[src/rtl/ball_motion_if.sv]
// Ball motion bus: vsync/keycode into the mover, ball position and frame tick out.
// master drives the inputs (video/keyboard side); slave is the ball_motion block.
interface ball_motion_if;
  logic       vsync;
  logic [7:0] keycode;
  logic [9:0] BallX;
  logic [9:0] BallY;
  logic [9:0] Ball_size;
  logic       frame_tick;

  modport master (output vsync, keycode, input BallX, BallY, Ball_size, frame_tick);
  modport slave  (input vsync, keycode, output BallX, BallY, Ball_size, frame_tick);
endinterface

[src/rtl/ball_motion.sv]
// Keyboard-steered ball that moves one STEP per vsync falling edge and bounces off edges.
// Optional macro BALL_RECENTER_EN: keycode 0x15 (R) recentres the ball and stops it.
module ball_motion #(
  parameter int X_MIN    = 0,
  parameter int X_MAX    = 639,
  parameter int Y_MIN    = 0,
  parameter int Y_MAX    = 479,
  parameter int X_CENTER = 320,
  parameter int Y_CENTER = 240,
  parameter int SIZE     = 4,
  parameter int STEP     = 1
) (
  input  logic          Clk,
  input  logic          Reset,
  ball_motion_if.slave  bus
);

  typedef enum logic [2:0] {STOP, UP, DOWN, LEFT, RIGHT} dir_t;

  localparam logic [10:0] X_MIN_W  = 11'(X_MIN);
  localparam logic [10:0] X_MAX_W  = 11'(X_MAX);
  localparam logic [10:0] Y_MIN_W  = 11'(Y_MIN);
  localparam logic [10:0] Y_MAX_W  = 11'(Y_MAX);
  localparam logic [10:0] SIZE_W   = 11'(SIZE);
  localparam logic [10:0] STEP_W   = 11'(STEP);
  localparam logic [9:0]  X_CTR_10 = 10'(X_CENTER);
  localparam logic [9:0]  Y_CTR_10 = 10'(Y_CENTER);
  localparam logic [9:0]  SIZE_10  = 10'(SIZE);

  dir_t       state_q, state_d, dir_key;
  logic [9:0] ball_x_q, ball_y_q, ball_x_d, ball_y_d;
  logic [10:0] x11, y11;
  logic       vsync_p0, vsync_p1, vsync_p2, tick_q;

  // Compare in 11 bits, then drop to the 10-bit coordinate range.
  function automatic logic [9:0] step_up(input logic [10:0] v);
    logic [10:0] s;
    s = v + STEP_W;
    return s[9:0];
  endfunction

  function automatic logic [9:0] step_down(input logic [10:0] v);
    logic [10:0] s;
    s = v - STEP_W;
    return s[9:0];
  endfunction

  // Stage p0/p1: synchroniser, p2: delay flop; tick is the registered falling edge.
  always_ff @(posedge Clk or posedge Reset) begin
    if (Reset) begin
      vsync_p0 <= 1'b1;
      vsync_p1 <= 1'b1;
      vsync_p2 <= 1'b1;
      tick_q   <= 1'b0;
    end else begin
      vsync_p0 <= bus.vsync;
      vsync_p1 <= vsync_p0;
      vsync_p2 <= vsync_p1;
      tick_q   <= vsync_p2 & ~vsync_p1;
    end
  end

  always_ff @(posedge Clk or posedge Reset) begin
    if (Reset) begin
      state_q  <= STOP;
      ball_x_q <= X_CTR_10;
      ball_y_q <= Y_CTR_10;
    end else if (tick_q) begin
      state_q  <= state_d;
      ball_x_q <= ball_x_d;
      ball_y_q <= ball_y_d;
    end
  end

  always_comb begin
    x11     = {1'b0, ball_x_q};
    y11     = {1'b0, ball_y_q};
    dir_key = state_q;
    case (bus.keycode)
      8'h1A:   dir_key = UP;
      8'h16:   dir_key = DOWN;
      8'h04:   dir_key = LEFT;
      8'h07:   dir_key = RIGHT;
      8'h2C:   dir_key = STOP;
      default: dir_key = state_q;
    endcase

    state_d  = dir_key;
    ball_x_d = ball_x_q;
    ball_y_d = ball_y_q;
    // A wall already touched wins over the key pressed toward it.
    case (dir_key)
      RIGHT: if (x11 + SIZE_W >= X_MAX_W) begin
               state_d  = LEFT;
               ball_x_d = step_down(x11);
             end else ball_x_d = step_up(x11);
      LEFT:  if (x11 <= X_MIN_W + SIZE_W) begin
               state_d  = RIGHT;
               ball_x_d = step_up(x11);
             end else ball_x_d = step_down(x11);
      DOWN:  if (y11 + SIZE_W >= Y_MAX_W) begin
               state_d  = UP;
               ball_y_d = step_down(y11);
             end else ball_y_d = step_up(y11);
      UP:    if (y11 <= Y_MIN_W + SIZE_W) begin
               state_d  = DOWN;
               ball_y_d = step_up(y11);
             end else ball_y_d = step_down(y11);
      default: ;
    endcase

`ifdef BALL_RECENTER_EN
    if (bus.keycode == 8'h15) begin
      state_d  = STOP;
      ball_x_d = X_CTR_10;
      ball_y_d = Y_CTR_10;
    end
`else
`endif
  end

  always_comb begin
    bus.BallX      = ball_x_q;
    bus.BallY      = ball_y_q;
    bus.Ball_size  = SIZE_10;
    bus.frame_tick = tick_q;
  end

endmodule

[src/flat_wrapper.sv]
// flat-port wrapper written by rule: the top's interface ports become plain ports
module ball_motion_flat 
#(
  parameter int X_MIN    = 0,
  parameter int X_MAX    = 639,
  parameter int Y_MIN    = 0,
  parameter int Y_MAX    = 479,
  parameter int X_CENTER = 320,
  parameter int Y_CENTER = 240,
  parameter int SIZE     = 4,
  parameter int STEP     = 1
)
  (Clk, Reset, bus_vsync, bus_keycode, bus_BallX, bus_BallY, bus_Ball_size, bus_frame_tick);
  ball_motion_if bus_i ();
  input  logic Clk;
  input  logic Reset;
  input wire logic [$bits(bus_i.vsync)-1:0] bus_vsync;
  input wire logic [$bits(bus_i.keycode)-1:0] bus_keycode;
  output wire logic [$bits(bus_i.BallX)-1:0] bus_BallX;
  output wire logic [$bits(bus_i.BallY)-1:0] bus_BallY;
  output wire logic [$bits(bus_i.Ball_size)-1:0] bus_Ball_size;
  output wire logic [$bits(bus_i.frame_tick)-1:0] bus_frame_tick;
  assign bus_i.vsync = bus_vsync;
  assign bus_i.keycode = bus_keycode;
  assign bus_BallX = bus_i.BallX;
  assign bus_BallY = bus_i.BallY;
  assign bus_Ball_size = bus_i.Ball_size;
  assign bus_frame_tick = bus_i.frame_tick;
  ball_motion #(.X_MIN(X_MIN), .X_MAX(X_MAX), .Y_MIN(Y_MIN), .Y_MAX(Y_MAX), .X_CENTER(X_CENTER), .Y_CENTER(Y_CENTER), .SIZE(SIZE), .STEP(STEP)) u_core (.Clk(Clk), .Reset(Reset), .bus(bus_i));
endmodule
[config.mk]
export PLATFORM = sky130hd
export DESIGN_NAME = ball_motion_flat
export DESIGN_NICKNAME = d
export VERILOG_FILES = /design/src/rtl/ball_motion_if.sv /design/src/rtl/ball_motion.sv /design/src/flat_wrapper.sv
export SDC_FILE = /design/constraint.sdc
export NUM_CORES = 1
export LEC_CHECK = 0
export ABC_AREA = 1
export BUFFER_PORTS_ARGS = -buffer_cell sky130_fd_sc_hd__buf_4
export CORE_MARGIN = 3
export CORE_UTILIZATION = 58
export DETAILED_ROUTE_END_ITERATION = 10
export PLACE_DENSITY = 0.81
export SYNTH_ARGS = -nofsm -noshare
export SYNTH_HDL_FRONTEND = slang
export SYNTH_SLANG_ARGS = --single-unit
[constraint.sdc]
create_clock -name Clk -period 2.3 [get_ports Clk]
set_input_delay 0.23 -clock Clk [delete_from_list [all_inputs] [get_ports Clk]]
set_output_delay 0.23 -clock Clk [all_outputs]
set_load 0.03 [all_outputs]
**Word level (Yosys, flattened, before mapping)**

Cells that the tools add are included.

- Register bits: 27
- Input bits: 11
- Word-level logic and storage cells: 44
- Output and inout bits: 31

- Reductions and logical operators: 4
- Equality and inequality tests: 9
- $lt $le $gt $ge: 4
- Add/sub/neg operators: 6
- Mux-type cells: 12
- Bitwise gates (word level): 2

Operator list:

| kind | number |
|---|---|
| $mux 10 | 4 |
| $pmux 10 s2 | 2 |
| $add 10x3->11 const B | 2 |
| $add 10x1->10 const B | 2 |
| $le 10x3->1 const B | 2 |
| $sub 10x1->10 const B | 2 |
| $eq 8x3->1 const B | 2 |
| $eq 8x5->1 const B | 2 |
| $pmux 3 s5 | 1 |
| $mux 3 | 4 |
| $pmux 3 s4 | 1 |
| $ge 11x10->1 const B | 1 |
| $ge 11x9->1 const B | 1 |
| $eq 8x6->1 const B | 1 |
| $eq 3x2->1 const B | 2 |
| $reduce_and 2->1 | 2 |
| $reduce_bool 2->1 | 2 |
| $eq 3x1->1 const B | 1 |
| $eq 3x3->1 const B | 1 |
| $and 1x1->1 | 1 |
| $not 1->1 | 1 |

**Depth between registers and ports, before layout**

Gate-level depths: netlist of the first run.

- Depth after elaboration: 5
- Mapped depth: 17
- Mapped depth without buffers: 17

**Worst setup path after synthesis of the first run**

Ideal clock, no wire load.

- Path type: register -> register
- Start: reg u_core.ball_x_q[2], in the netlist u_core.bus.BallX[2]
- End: reg u_core.ball_x_q[7], in the netlist u_core.bus.BallX[7]
- Path slack: 0.050 ns
- Setup time: 0.125 ns
- Stages on the path, launching flop included: 14
- Required time: 2.175 ns
- Period minus slack after synthesis: 2.250 ns
- Arrival time: 2.125 ns
- Path buffers: 0
- Cells stage by stage: dfrtp_1 inv_1 ha_1 nand2_1 o21ai_0 nand4_1 nand2_1 nand2_1 nand2_1 nand2_1 nand2_2 nand2_1 nand3_1 o21ai_1

- Word-level cells in the longest chain between the ends: 4
- Elaborated cells between the ends (all ways): 8
- Classes of those cells: add/sub: 3; order compare: 2; mux: 3

RTL lines:

| what | line | RTL |
|---|---|---|
| start, declared | ball_motion.sv:31 | `logic [9:0] ball_x_q, ball_y_q, ball_x_d, ball_y_d;` |
| start signal, assigned | ball_motion.sv:70 | `ball_x_q <= ball_x_d;` |
| $add 10x3->11 | ball_motion.sv:93 | `RIGHT: if (x11 + SIZE_W >= X_MAX_W) begin` |
| $ge 11x10->1 | ball_motion.sv:93 |  |
| $mux 10 | ball_motion.sv:93 |  |
| $pmux 10 s2 * | ball_motion.sv:92 | `case (dir_key)` |

Mark *: on every way between the ends. The rest lies on a longest branch, timed or not.
A chain may end at the register's enable or synchronous reset.

**Worst setup path after layout of the first run**

- Start: reg u_core.ball_y_q[3], in the netlist u_core.bus.BallY[3]
- End: reg u_core.ball_y_q[3], in the netlist u_core.bus.BallY[3]

- Word-level cells in the longest chain between the ends: 4
- Elaborated cells between the ends (all ways): 8
- Classes of those cells: add/sub: 3; order compare: 2; mux: 3

RTL lines:

| what | line | RTL |
|---|---|---|
| start, declared | ball_motion.sv:31 |  |
| start signal, assigned | ball_motion.sv:71 | `ball_y_q <= ball_y_d;` |
| $add 10x3->11 | ball_motion.sv:101 | `DOWN: if (y11 + SIZE_W >= Y_MAX_W) begin` |
| $ge 11x9->1 | ball_motion.sv:101 |  |
| $mux 10 | ball_motion.sv:101 |  |
| $pmux 10 s2 * | ball_motion.sv:92 |  |

Marked as above.

==> results of run 1 <==
cell families (layout without fill, tap and decap cells):
family	count (synthesis)	count (layout)	share of synthesized area, %
AO/OA/AOI/OAI	58	58	12.4
flip-flops	27	27	24.2
other	2	10	0.264
buffers and inverters	71	111	11.4
AND/OR/NAND/NOR	226	226	35.4
adder cells (fa/ha/maj)	14	14	6.17
XOR/XNOR	33	33	10.2
worst paths after layout:
| kind | end | cells past startpoint |
|---|---|---|
| worst max-delay path | u_core.bus.BallY[3] | 15 |
| worst min-delay path | u_core.bus.BallX[1] | 3 |
| worst max register to register | u_core.bus.BallY[3] | 15 |
| worst min register to register | u_core.vsync_p1 | 0 |
| max in group asynchronous | u_core.vsync_p2 | 3 |
| min in group Clk | u_core.vsync_p0 | 1 |
critical path: cells and delay by family, from the launching register on:
kind	cells	cell delay, ns
simple gates	8	0.60
compound gates	4	0.47
flops	1	0.45
fa+ha+maj	1	0.28
buf+inv	2	0.26
flip-flops by register name (all words and copies together), names as in the netlist:
register / count
u_core.bus.BallY: 10
u_core.vsync_p1: 1
u_core.bus.BallX: 10
u_core.vsync_p2: 1
u_core.state_q: 3
u_core.vsync_p0: 1
u_core.bus.frame_tick: 1
layer usage:
layer	vias to the layer above	wire (um)
met5	-	0
met2	92	3360
met3	8	368
met1	1292	2960
met4	0	83
li1	1455	-
layout make-up:
cell class              count  area [um2]
fillers                   383        1250
clock buffers               4        45.0
multi-input cells         341        1870
repair buffers             53         398
inverters                  54         203
flip-flops and latches     27         692
well taps                  65        81.3
per-stage QoR:
| stage | cell area (um2) | power, mW |
|---|---|---|
| finish | 3290 | 4.49 |
| global route | 3290 | 4.93 |
| CTS | 3200 | 4.35 |
| detailed placement | 3150 | 4.05 |
| global placement | 3150 | 3.97 |
| floorplan | 2870 | 3.24 |
layout by cell type (no fill, tap or decap), drive strengths merged:
cell type  instances
buf               53
nand4             10
nor2              39
nand3b             1
xnor2              2
nand2            127
o21a               1
dfrtp             18
dfstp              9
nand3             43
a21oi             10
o211ai             7
o21ai             39
o2111ai            1
ha                14
conb              10
xor2              31
inv               54
clkbuf             4
nor3               6
power breakdown:
part           switching [mW]  total (mW)  internal [mW]
registers               0.359        1.07          0.714
logic                    1.95        3.14           1.19
clock network           0.151       0.275          0.124
timing repair:
item,4_1_cts,5_1_grt
buffers inserted,0,10
endpoints found under the hold margin,0,0
resized for setup,0,9
setup endpoints to repair,0,19
==> run_results.csv, run 1 <==
group,metric,value,unit
final_layout,drive_gt1_share,20.9,%
power,p_leak,1.66,nW
sta,tightest_slew,0.548,ns
setup_path,crit_fanout,10,
clock_tree,root_buffer,"clkbuf_8",
logic_synthesis,synth_area,2840,um2
sta,final-setup-viol-count,0,
setup_path,r2r-start,"u_core.bus.BallY[3]",
clock_tree,cts_tree,"yes",
logic_synthesis,yosys_warnings,0,
logic_synthesis,syn-instance-count,431,
clock_tree,cts_buffers,3,
logic_synthesis,syn_area_per_cell,6.59,um2
clock_tree,ctsHtreeMaxLevel,1,
logic_synthesis,post-synth-top-area-cell,"nand2_1",
sta,finalMaxSlewViolations,0,
sta,fmax,0.468,GHz
global_route,grt_pass1_vias,2654,
global_route,top_usage_layer,"met2",
setup_path,crit_slowest_cell,"dfrtp_2",
final_layout,n_antenna_cell,0,
sta,holdWs,0.00687,ns
final_layout,final_util,72.5,%
detailed_routing,avgViaCountPerCell,5.23,
placed_design,dp_cells,530,
sta,setup_tns,0,ns
detailed_routing,ant_nets,0,
global_route,gr-total-overflow,0,
detailed_routing,drt_pass1_iterations,4,
floorplan,die_h,76.0,um
detailed_routing,drtIter0Drc,192,
final_layout,stdcell_count,544,
clock_tree,cts_num_sinks,27,
final_layout,fin_nets,505,
floorplan,num_rows,24,
floorplan,initial_core_util,62.6,%
setup_path,cp-end-kind,"register",
logic_synthesis,synth.area.top_cells,"nand2_1, dfrtp_1, xor2_1",
logic_synthesis,synth_cell_type_count,33,
min_path,min_path_type,"primary input to async pin",
run,cap_viol_max_count,0,
setup_path,ff2ff_setup_slack,0.16,ns
clock_tree,clk_latency,0.28,ns
global_route,grt_use_total,23.5,%
logic_synthesis,ys_seq_area_share,24.2,%
clock_tree,clockBufferDepth,2,
setup_path,cp.required,2.50,ns
sta,finalWorstSetupSlack,0.165,ns
setup_path,path_class,"register to register",
outcome,outcome,"completed",
setup_path,crit_arrival,2.34,ns
logic_synthesis,netlist_top_cells_count,"nand2_1, inv_1, nand3_1, nor2_1, xor2_1",
placed_design,io_buffers,31,
floorplan,die_w,76.0,um
final_layout,area_growth,15.8,%
sta,fin_worst_skew,0.00272,ns
floorplan,ios,42,
setup_path,crit_top_cell,"nand2_1",
sta,min_period,2.14,ns
sta,period_share,92.8,%
power,powerDensity,1360,nW/um2
global_route,use_met3,2.36,%
setup_path,cp_cell_sequence,"inv_2 > ha_1 > nand2_1 > o21ai_0 > nand2_1 > nand2_1 > nand3_1 > nand2_1 > buf_4 > nand2_1 > o21ai_0 > nand2_1 > o21ai_0 > nand2_1 > o21ai_1",
clock_tree,clkTransAtPathRegs,0.09,ns
global_route,grt_use_met2,42.5,%
global_route,met1_usage,30.0,%
logic_synthesis,synthArstFlopShare,100,%
detailed_routing,drc,0,
placed_design,globalplace.congestion,0.911,
setup_path,cp-startpoint,"u_core.bus.BallY[3]",
logic_synthesis,synth_top_area_share,16.0,%
global_route,grt_antenna_before_repair,0,
detailed_routing,wl_per_cell,12.4,um
detailed_routing,wirelength,6770,um
global_route,grt_max_degree,28,
placed_design,place_ws,0.127,ns
power,irDropWorstVdd,0.000743,V
global_route,grt_pass1_wl,11600,um
setup_path,slowest_delay,0.45,ns
logic_synthesis,synth.most_common_cell,"nand2_1",
sta,slew_headroom,63.3,%
setup_path,worstSetupStartpointType,"register",
floorplan,design.die.area,5770,um2
logic_synthesis,synth_edf_count,0,
detailed_routing,route.vias.total,2847,
sta,hold_viol_final,0,
floorplan,core_area,4530,um2
placed_design,dp_hpwl,5180,um
logic_synthesis,synth_seq_cells,27,
clock_tree,hold_buffers,0,
logic_synthesis,synthFlopType,"dfrtp_1",
Note: power is estimated with default switching activity, not from simulation.
==> run 2: changes to the inputs <==
--- a/config.mk
+++ b/config.mk
@@ -8,9 +8,8 @@
 export ABC_AREA = 1
 export BUFFER_PORTS_ARGS = -buffer_cell sky130_fd_sc_hd__buf_4
 export CORE_MARGIN = 3
-export CORE_UTILIZATION = 58
+export CORE_UTILIZATION = 40
 export DETAILED_ROUTE_END_ITERATION = 10
-export PLACE_DENSITY = 0.81
 export SYNTH_ARGS = -nofsm -noshare
 export SYNTH_HDL_FRONTEND = slang
 export SYNTH_SLANG_ARGS = --single-unit
==> run_results.csv, run 2 (synthesis gave the netlist of run 1 again) <==
group,metric,value,unit
clock_tree,ctsHtreeMaxLevel,1,
final_layout,area_growth,15.8,%
global_route,grt_use_total,17.1,%
final_layout,layout_common_cells,"nand2_1, inv_1, buf_4",
global_route,met1_usage,22.5,%
floorplan,design.die.area,8150,um2
sta,setup_tns,0,ns
sta,period_share,89.7,%
power,p_leak,1.63,nW
setup_path,worstSetupStartpointType,"register",
power,powerDensity,1350,nW/um2
sta,hold_viol_final,0,
detailed_routing,drt_pass1_iterations,4,
final_layout,fillers,711,
sta,finalMaxSlewViolations,0,
final_layout,multiInputGateArea,1870,um2
clock_tree,clk_latency,0.28,ns
floorplan,initial_core_util,41.6,%
floorplan,ios,42,
floorplan,die_h,90.3,um
setup_path,crit_arrival,2.24,ns
floorplan,num_rows,30,
setup_path,ff2ff_setup_slack,0.24,ns
sta,min_period,2.06,ns
setup_path,cp.required,2.48,ns
clock_tree,clockBufferDepth,2,
setup_path,reg2reg_depth,15,
global_route,use_met3,2.00,%
placed_design,io_buffers,31,
setup_path,cp-end-kind,"register",
placed_design,dp_hpwl,5470,um
detailed_routing,drtIter0Drc,82,
global_route,grt_pass1_vias,2585,
final_layout,fin_nets,500,
final_layout,drive_gt1_share,19.4,%
detailed_routing,wl_per_cell,12.3,um
floorplan,core_area,6830,um2
sta,rsz0062_at_grt,"no",
sta,final-setup-viol-count,0,
global_route,top_usage_layer,"met2",
clock_tree,cts_num_sinks,27,
global_route,grt_pass1_wl,11800,um
clock_tree,cts_tree,"yes",
clock_tree,clkTransAtPathRegs,0.10,ns
global_route,gr-total-overflow,0,
setup_path,crit_fanout,7,
global_route,grt_antenna_before_repair,0,
detailed_routing,ant_nets,0,
sta,slew_headroom,64.7,%
setup_path,rr_endpoint,"u_core.bus.BallX[3]",
setup_path,path_class,"register to register",
placed_design,place_ws,0.163,ns
detailed_routing,route.vias.total,2790,
final_layout,seq_area,691,um2
final_layout,final_cell_area,3290,um2
sta,fin_worst_skew,0.00489,ns
sta,finalWorstSetupSlack,0.236,ns
detailed_routing,wirelength,7030,um
setup_path,r2r-start,"u_core.bus.BallX[3]",
placed_design,place_area,3230,um2
global_route,grt_max_degree,28,
placed_design,globalplace.congestion,0.864,
global_route,grt_use_met2,30.1,%
detailed_routing,drc,0,
sta,tightest_slew,0.527,ns
final_layout,layout_commonest_cell,"nand2_1",
clock_tree,root_buffer,"clkbuf_8",
final_layout,n_antenna_cell,0,
outcome,outcome,"completed",
clock_tree,cts_buffers,3,
detailed_routing,avgViaCountPerCell,4.89,
min_path,min_path_type,"primary input to async pin",
sta,fmax,0.485,GHz
clock_tree,postCtsSetupBuffers,0,
floorplan,die_w,90.3,um
run,cap_viol_max_count,0,
power,irDropWorstVdd,0.000511,V
power,power,4.44,mW
-- run 2: cell count changes in the layout (fill, tap and decap cells not counted), sizes merged --
cell / delta
buf: -5
clkbuf: -1
clkinvlp: +1
-- run 2: worst max path at each step --
stage	from	depth (start not counted)	slack [ns]	end
2_1_floorplan	u_core.bus.BallX[2]	13	0.05	u_core.bus.BallX[7]
3_3_place_gp	u_core.bus.BallY[3]	12	0.17	u_core.bus.BallY[9]
3_5_place_dp	bus_keycode[7]	14	0.16	u_core.bus.BallY[8]
4_1_cts	u_core.bus.BallY[3]	13	0.15	u_core.bus.BallY[8]
5_1_grt	u_core.bus.BallY[3]	10	0.009	u_core.bus.BallY[4]
6_report	u_core.bus.BallX[3]	15	0.24	u_core.bus.BallX[3]
-- run 2: cell type report --
cell class	instances	area share, %
repair buffers	48	11.0
clock buffers	3	1.26
flip-flops and latches	27	21.0
multi-input cells	341	56.8
inverters	54	6.16
well taps	96	3.65
clock inverters	1	0.228
-- run 2: power by group --
| part | switching (mW) | internal (mW) | leakage [nW] |
|---|---|---|---|
| Combinational | 1.94 | 1.16 | 1.29 |
| Sequential | 0.343 | 0.713 | 0.319 |
| Clock | 0.166 | 0.123 | 0.0217 |
-- run 2: worst max-delay path: stages, from the launching register on --
cell and delay (ns):
dfrtp_2 0.44, ha_1 0.23, nand2_1 0.07, inv_1 0.12
nand3_1 0.11, nand2_1 0.07, nand2_1 0.04, nor2_1 0.11
nand2_1 0.07, nand2_1 0.06, nand2_1 0.09, buf_4 0.18
o211ai_1 0.17, nand2_1 0.07, nand2_1 0.07, o21ai_2 0.06
-- run 2: layer usage --
metal  vias up  share of wire, %
li1       1452                 -
met1      1280                47
met2        54                48
met3         4               4.3
met4         0              0.81
met5         -                 0
-- run 2: what timing repair did --
action | CTS | global route
setup endpoints to repair | 0 | 9
resized for setup | 0 | 5
hold buffers | 0 | 0
-- run 2: through the flow --
stage	instances	hold slack (ns)	utilization, %
2_1_floorplan	439	0.234	-
5_1_grt	570	0.0335	48.2
3_5_place_dp	566	0.332	47.3
6_report	570	0.0104	48.2
3_3_place_gp	566	0.334	47.3
4_1_cts	570	0.0229	48.0
